**src/rtl/prefetch_pkg.sv**
```systemverilog
// Shared FSM state type and line-geometry helpers for the stream prefetch buffer.
package prefetch_pkg;

  typedef enum logic [1:0] {
    IDLE     = 2'd0,
    DEMAND   = 2'd1,
    PREFETCH = 2'd2,
    WRITE    = 2'd3
  } pf_state_e;

  function automatic int line_bytes(input int line_w);
    return line_w / 8;
  endfunction

  function automatic int line_off_w(input int line_w);
    return $clog2(line_bytes(line_w));
  endfunction

endpackage

```
**src/rtl/prefetch_line_buf.sv**
```systemverilog
// Prefetch entry array: tag lookup, candidate probe, tag invalidate and FIFO install.
module prefetch_line_buf
  import prefetch_pkg::*;
#(
  parameter int LINE_W = 256,
  parameter int TAG_W  = 27,
  parameter int DEPTH  = 4
) (
  input  logic              clk,
  input  logic              rst,
  input  logic [TAG_W-1:0]  lookup_tag,
  output logic              lookup_hit,
  output logic [LINE_W-1:0] lookup_data,
  input  logic [TAG_W-1:0]  probe_tag,
  output logic              probe_hit,
  input  logic              inv_en,
  input  logic [TAG_W-1:0]  inv_tag,
  input  logic              inst_en,
  input  logic [TAG_W-1:0]  inst_tag,
  input  logic [LINE_W-1:0] inst_data
);

  localparam int PTR_W = $clog2(DEPTH);

  logic [DEPTH-1:0]  valid_q;
  logic [PTR_W-1:0]  wr_ptr_q;
  logic [TAG_W-1:0]  tag_q  [DEPTH];
  logic [LINE_W-1:0] data_q [DEPTH];

  always_comb begin
    lookup_hit  = 1'b0;
    lookup_data = '0;
    probe_hit   = 1'b0;
    for (int i = 0; i < DEPTH; i++) begin
      if (valid_q[i] && tag_q[i] == lookup_tag) begin
        lookup_hit  = 1'b1;
        lookup_data = data_q[i];
      end
      if (valid_q[i] && tag_q[i] == probe_tag) probe_hit = 1'b1;
    end
  end

  // Replacement is strictly FIFO: the pointer overwrites its slot whether or not it is valid.
  always_ff @(posedge clk) begin
    if (rst) begin
      valid_q  <= '0;
      wr_ptr_q <= '0;
    end else begin
      for (int i = 0; i < DEPTH; i++) begin
        if (inv_en && valid_q[i] && tag_q[i] == inv_tag) valid_q[i] <= 1'b0;
      end
      if (inst_en) begin
        valid_q[wr_ptr_q] <= 1'b1;
        wr_ptr_q          <= wr_ptr_q + PTR_W'(1);
      end
    end
  end

  always_ff @(posedge clk) begin
    if (inst_en) begin
      tag_q[wr_ptr_q]  <= inst_tag;
      data_q[wr_ptr_q] <= inst_data;
    end
  end

endmodule

```
**src/rtl/stream_prefetch_buffer.sv**
```systemverilog
// Next-line stream prefetch buffer between L2 and memory; define PREFETCH_STATS_EN
// to add saturating hit/miss/issue counters.
module stream_prefetch_buffer
  import prefetch_pkg::*;
#(
  parameter int LINE_W    = 256,
  parameter int ADDR_W    = 32,
  parameter int DEPTH     = 4,
  parameter int DEGREE    = 2,
  parameter int PAGE_BITS = 12
) (
  input  logic              clk,
  input  logic              rst,
  input  logic              l2_read,
  input  logic              l2_write,
  input  logic [ADDR_W-1:0] l2_addr,
  input  logic [LINE_W-1:0] l2_wdata,
  output logic [LINE_W-1:0] l2_rdata,
  output logic              l2_resp,
  output logic              pmem_read,
  output logic              pmem_write,
  output logic [ADDR_W-1:0] pmem_addr,
  output logic [LINE_W-1:0] pmem_wdata,
  input  logic [LINE_W-1:0] pmem_rdata,
  input  logic              pmem_resp,
`ifdef PREFETCH_STATS_EN
  output logic [31:0]       hit_cnt,
  output logic [31:0]       miss_cnt,
  output logic [31:0]       issue_cnt,
`endif
  output logic [1:0]        state_dbg
);

  localparam int OFF_W = line_off_w(LINE_W);
  localparam int TAG_W = ADDR_W - OFF_W;
  localparam int PG_W  = ADDR_W - PAGE_BITS;
  localparam int CNT_W = $clog2(DEPTH + 1);

  pf_state_e        state_q;
  logic [TAG_W-1:0] cur_tag_q, cand_tag_q, req_tag;
  logic [PG_W-1:0]  page_q;
  logic [CNT_W-1:0] cand_left_q;
  logic             busy_q, pmem_read_q, pmem_write_q;
  logic             lookup_hit, probe_hit, off_page, l2_req;
  logic             hit_now, miss_now, cand_turn, skip_now, issue_now, inst_en;
  logic [LINE_W-1:0] lookup_data;
  logic             unused_addr_bits;

  assign req_tag          = l2_addr[ADDR_W-1:OFF_W];
  assign unused_addr_bits = ^l2_addr[OFF_W-1:0];
  assign l2_req           = l2_read | l2_write;
  assign off_page         = cand_tag_q[TAG_W-1 -: PG_W] != page_q;

  // A write wins over a simultaneous read, so a read only counts when l2_write is low.
  assign hit_now   = state_q == IDLE && l2_read && !l2_write && lookup_hit;
  assign miss_now  = state_q == IDLE && l2_read && !l2_write && !lookup_hit;
  assign cand_turn = state_q == PREFETCH && !busy_q && !l2_req && cand_left_q != '0;
  assign skip_now  = cand_turn && (probe_hit || off_page);
  assign issue_now = cand_turn && !skip_now;
  assign inst_en   = state_q == PREFETCH && busy_q && pmem_resp;

  assign l2_resp    = hit_now || ((state_q == DEMAND || state_q == WRITE) && pmem_resp);
  assign l2_rdata   = (state_q == DEMAND) ? pmem_rdata : lookup_data;
  assign pmem_read  = pmem_read_q;
  assign pmem_write = pmem_write_q;
  assign pmem_addr  = {(state_q == PREFETCH) ? cand_tag_q : cur_tag_q, {OFF_W{1'b0}}};
  assign pmem_wdata = l2_wdata;
  assign state_dbg  = state_q;

  prefetch_line_buf #(.LINE_W(LINE_W), .TAG_W(TAG_W), .DEPTH(DEPTH)) u_line_buf (
    .clk         (clk),
    .rst         (rst),
    .lookup_tag  (req_tag),
    .lookup_hit  (lookup_hit),
    .lookup_data (lookup_data),
    .probe_tag   (cand_tag_q),
    .probe_hit   (probe_hit),
    .inv_en      (state_q == IDLE && l2_write),
    .inv_tag     (req_tag),
    .inst_en     (inst_en),
    .inst_tag    (cand_tag_q),
    .inst_data   (pmem_rdata)
  );

  always_ff @(posedge clk) begin
    if (rst) begin
      state_q      <= IDLE;
      cur_tag_q    <= '0;
      cand_tag_q   <= '0;
      page_q       <= '0;
      cand_left_q  <= '0;
      busy_q       <= 1'b0;
      pmem_read_q  <= 1'b0;
      pmem_write_q <= 1'b0;
    end else begin
      case (state_q)
        IDLE: begin
          if (l2_write) begin
            state_q      <= WRITE;
            cur_tag_q    <= req_tag;
            pmem_write_q <= 1'b1;
          end else if (hit_now) begin
            state_q     <= PREFETCH;
            cand_tag_q  <= req_tag + TAG_W'(1);
            page_q      <= req_tag[TAG_W-1 -: PG_W];
            cand_left_q <= CNT_W'(DEGREE);
          end else if (miss_now) begin
            state_q     <= DEMAND;
            cur_tag_q   <= req_tag;
            pmem_read_q <= 1'b1;
          end
        end
        DEMAND: begin
          if (pmem_resp) begin
            state_q     <= PREFETCH;
            pmem_read_q <= 1'b0;
            cand_tag_q  <= cur_tag_q + TAG_W'(1);
            page_q      <= cur_tag_q[TAG_W-1 -: PG_W];
            cand_left_q <= CNT_W'(DEGREE);
          end
        end
        PREFETCH: begin
          if (busy_q) begin
            // An L2 request seen at completion drops the remaining candidates.
            if (pmem_resp) begin
              busy_q      <= 1'b0;
              pmem_read_q <= 1'b0;
              cand_tag_q  <= cand_tag_q + TAG_W'(1);
              cand_left_q <= l2_req ? '0 : cand_left_q - CNT_W'(1);
              if (l2_req) state_q <= IDLE;
            end
          end else if (skip_now) begin
            cand_tag_q  <= cand_tag_q + TAG_W'(1);
            cand_left_q <= cand_left_q - CNT_W'(1);
          end else if (issue_now) begin
            busy_q      <= 1'b1;
            pmem_read_q <= 1'b1;
          end else begin
            state_q     <= IDLE;
            cand_left_q <= '0;
          end
        end
        WRITE: begin
          if (pmem_resp) begin
            state_q      <= IDLE;
            pmem_write_q <= 1'b0;
          end
        end
        default: state_q <= IDLE;
      endcase
    end
  end

`ifdef PREFETCH_STATS_EN
  always_ff @(posedge clk) begin
    if (rst) begin
      hit_cnt   <= '0;
      miss_cnt  <= '0;
      issue_cnt <= '0;
    end else begin
      if (hit_now && hit_cnt != '1) hit_cnt <= hit_cnt + 32'd1;
      if (miss_now && miss_cnt != '1) miss_cnt <= miss_cnt + 32'd1;
      if (issue_now && issue_cnt != '1) issue_cnt <= issue_cnt + 32'd1;
    end
  end
`endif

endmodule

```
**config.mk**
```make
export PLATFORM = sky130hd
export DESIGN_NAME = stream_prefetch_buffer
export DESIGN_NICKNAME = d
export VERILOG_FILES = /design/src/rtl/prefetch_pkg.sv /design/src/rtl/prefetch_line_buf.sv /design/src/rtl/stream_prefetch_buffer.sv
export SDC_FILE = /design/constraint.sdc
export NUM_CORES = 2
export LEC_CHECK = 0
export CORE_AREA = 2 2 424 426
export DETAILED_ROUTE_END_ITERATION = 6
export DIE_AREA = 0 0 426 428
export SETUP_SLACK_MARGIN = 0.1
export SLEW_MARGIN = 20
export SYNTH_ARGS = -nofsm -noshare
export SYNTH_HDL_FRONTEND = slang
export SYNTH_SLANG_ARGS = --single-unit
```
**constraint.sdc**
```tcl
create_clock -name clk -period 28 [get_ports clk]
set_input_delay 5.6 -clock clk [delete_from_list [all_inputs] [get_ports clk]]
set_output_delay 5.6 -clock clk [all_outputs]
set_load 0.03 [all_outputs]
```
==> impl_metrics.sql <==
INSERT INTO impl_metrics (metric_group, metric, value, unit) VALUES
('timing', 'max_clock_freq', '57.22', 'MHz'),
('clocking', 'post_cts_hold_buffer_count', '0', ''),
('setup_path', 'required_time_of_the_critical_path', '22400', 'ps'),
('global_route', 'groute.usage.overall', '21.69', '%'),
('global_route', 'grt_first_pass_wirelength', '279400', 'µm'),
('timing', 'count_of_endpoints_failing_hold_in_the_final_timing_report', '0', ''),
('synth', 'post-synth-top-area-cell', 'sky130_fd_sc_hd__edfxtp_1', ''),
('route', 'post_drt_via_cell_ratio', '5.310', ''),
('global_route', 'first_global_vias', '33880', ''),
('placed_design', 'detailedPlacementHpwl', '140300', 'µm'),
('route', 'drt_iter0_markers', '3207', ''),
('route', 'detail-route-antenna-nets', '0', ''),
('synth', 'fraction_of_synthesis_flops_using_an_asynchronous_set_or_reset_pin', '0', '%'),
('timing', 'final.setup_skew', '31.94', 'ps'),
('cells_and_area', 'final_core_util', '36.22', '%'),
('floorplan', 'num_rows', '155', ''),
('cells_and_area', 'layout.cells.non_filler', '6625', ''),
('pwr', 'largest_voltage_drop_on_the_vdd_net', '0.07817', 'mV'),
('timing', 'setup_viol', '0', ''),
('timing', 'slew-limit-headroom', '16.60', '%'),
('clocking', 'clkSinkCount', '1220', ''),
('synth', 'synth_most_common_cell', 'sky130_fd_sc_hd__edfxtp_1', ''),
('timing', 'fin_hold_ws', '476.1', 'ps'),
('setup_path', 'cp-start-kind', 'primary input', ''),
('synth', 'synth_top_cell_area_share', '62.87', '%'),
('timing', 'tns', '0', 'ps'),
('floorplan', 'die-height', '428', 'µm'),
('synth', 'mappedNetlistArea', '54070', 'µm²'),
('floorplan', 'floorplan.core_area', '177600', 'µm²'),
('setup_path', 'r2r.worst_path.cells', '12', ''),
('hold_path', 'whs_path_depth', '2', ''),
('setup_path', 'worstPathArrival', '11880', 'ps'),
('synth', 'synth.ff_latch_count', '1220', ''),
('placed_design', 'preCtsSetupSlack', '10590', 'ps'),
('timing', 'worst-slew-pin-transition', '1240', 'ps'),
('placed_design', 'gp_congestion', '0.9287', ''),
('placed_design', 'buffer_ports.inserted', '575', ''),
('synth', 'seq_area_frac_synth', '66.13', '%'),
('clocking', 'cts_htree_levels', '4', ''),
('pwr', 'p_per_area', '83.05', 'nW/µm²'),
('clocking', 'clock_latency', '800', 'ps'),
('clocking', 'cts_buffers', '134', ''),
('placed_design', 'placed_instances', '6368', ''),
('setup_path', 'critPathMaxFanout', '71', ''),
('clocking', 'cts-resized-gates', '0', ''),
('flow_run', 'max_cap_violations', '0', ''),
('floorplan', 'starting_density', '30.44', '%'),
('timing', 'finalWorstSetupSlack', '10520', 'ps'),
('clocking', 'clock_tree.root_cell', 'sky130_fd_sc_hd__clkbuf_16', ''),
('route', 'dr_total_vias', '35180', ''),
('route', 'detail_route.drc_violations', '0', ''),
('synth', 'synth_edf_count', '1132', ''),
('status', 'run_status', 'finished clean', ''),
('timing', 'final.period_utilization', '62.42', '%'),
('route', 'detail_route.first_pass.iterations', '5', ''),
('synth', 'synth_common_cells', 'sky130_fd_sc_hd__edfxtp_1, sky130_fd_sc_hd__nand2_1, sky130_fd_sc_hd__buf_4', ''),
('synth', 'synthesis.instances', '3935', ''),
('hold_path', 'worst_hold_path_type', 'flop to flop', ''),
('cells_and_area', 'synthToLayoutAreaGrowth', '19.02', '%'),
('route', 'avgRoutedWirePerCell', '31.01', 'µm'),
('placed_design', 'dpl-instance-area', '60100', 'µm²'),
('timing', 'timing_max_transition_violations_final', '0', ''),
('floorplan', 'floorplan.die_area', '182300', 'µm²'),
('pwr', 'static-leakage-power', '20.53', 'nW'),
('setup_path', 'worst_setup_path_end_kind', 'output pin', ''),
('floorplan', 'die_w', '426', 'µm'),
('synth', 'top_area_cells_in_the_synthesized_netlist', 'sky130_fd_sc_hd__edfxtp_1, sky130_fd_sc_hd__a221o_1, sky130_fd_sc_hd__buf_4', ''),
('route', 'routed_wirelength', '205400', 'µm'),
('global_route', 'global_route.overflow_total', '0', ''),
('synth', 'synth_ff_type', 'sky130_fd_sc_hd__edfxtp_1', ''),
('clocking', 'ctsLongestPathBuffers', '3', '');
-- path summary, 6_finish.rpt --
kind / from / end
max: l2_addr[25] / l2_rdata[70]
min: cur_tag_q[0] / cur_tag_q[0]
max reg2reg: state_dbg[1] / cand_tag_q[26]
min reg2reg: cur_tag_q[0] / cur_tag_q[0]
-- critical path, stage by stage --
cell	delay, ps
sky130_fd_sc_hd__clkdlybuf4s50_1	810
sky130_fd_sc_hd__xnor2_1	450
sky130_fd_sc_hd__nand4_1	120
sky130_fd_sc_hd__or4_1	490
sky130_fd_sc_hd__or4_1	460
sky130_fd_sc_hd__nor2_4	710
sky130_fd_sc_hd__buf_4	790
sky130_fd_sc_hd__buf_4	910
sky130_fd_sc_hd__a221o_1	270
sky130_fd_sc_hd__o211ai_1	80
sky130_fd_sc_hd__nand3_1	150
sky130_fd_sc_hd__clkdlybuf4s50_1	820
-- registers in the layout (all words and copies together) (netlist names) --
register,flops
state_dbg,2
pmem_write,1
cur_tag_q,27
page_q,20
cand_tag_q,27
busy_q,1
u_line_buf.tag_q,108
cand_left_q,3
u_line_buf.data_q,1024
u_line_buf.valid_q,4
u_line_buf.wr_ptr_q,2
pmem_read,1
-- logic make-up after synthesis --
group,share of synthesized area (%)
compound gates,10.70
xor+xnor,4.244
fa+ha+maj,0.2777
buf+inv,6.489
flops,66.13
mux,1.618
other cells,0.006936
simple gates,10.53
-- routing by layer --
layer  up-vias  global-route usage [%]  share of wire [%]
li1      15440                       -                  -
met1     17660                   23.00                 34
met2      1686                   34.05                 46
met3       383                   10.82                 13
met4        12                   13.73                7.1
met5         -                  0.9259              0.037
-- cell type report --
cell class,count,area [µm²]
repair buffers,662,6461
well taps,2355,2947
diodes,16,40.04
clock inverters,68,624.3
flip-flops and latches,1220,35750
inverters,23,101.3
clock buffers,172,3558
multi-input cells,2109,14870
fillers,17050,113300
-- power by group --
part | internal (mW) | total (mW) | switching (mW)
Clock | 0.952 | 1.69 | 0.741
Sequential | 2.06 | 2.13 | 0.0725
Combinational | 0.551 | 1.52 | 0.968
Total | 3.56 | 5.34 | 1.78
-- layout by cell type, fill, tap and decap left out, types with 20 or more instances in the layout --
| master | Yosys | final |
|---|---|---|
| sky130_fd_sc_hd__dfxtp_1 | 88 | 88 |
| sky130_fd_sc_hd__xor2_1 | 85 | 85 |
| sky130_fd_sc_hd__nand3b_1 | 257 | 257 |
| sky130_fd_sc_hd__clkbuf_1 | 232 | 34 |
| sky130_fd_sc_hd__a21oi_1 | 56 | 56 |
| sky130_fd_sc_hd__clkinv_1 | 0 | 27 |
| sky130_fd_sc_hd__a211oi_1 | 30 | 30 |
| sky130_fd_sc_hd__mux2i_1 | 57 | 57 |
| sky130_fd_sc_hd__nor2_1 | 60 | 58 |
| sky130_fd_sc_hd__clkbuf_16 | 0 | 136 |
| sky130_fd_sc_hd__nor4_1 | 35 | 35 |
| sky130_fd_sc_hd__inv_1 | 22 | 20 |
| sky130_fd_sc_hd__a221o_1 | 256 | 256 |
| sky130_fd_sc_hd__buf_4 | 275 | 83 |
| sky130_fd_sc_hd__nand2_1 | 326 | 326 |
| sky130_fd_sc_hd__clkdlybuf4s50_1 | 0 | 574 |
| sky130_fd_sc_hd__o211ai_1 | 261 | 261 |
| sky130_fd_sc_hd__nand3_1 | 269 | 269 |
| sky130_fd_sc_hd__mux2_2 | 27 | 27 |
| sky130_fd_sc_hd__xnor2_1 | 177 | 177 |
| sky130_fd_sc_hd__nand4_1 | 54 | 54 |
| sky130_fd_sc_hd__edfxtp_1 | 1132 | 1132 |
Power figures use the tool's default switching activity.
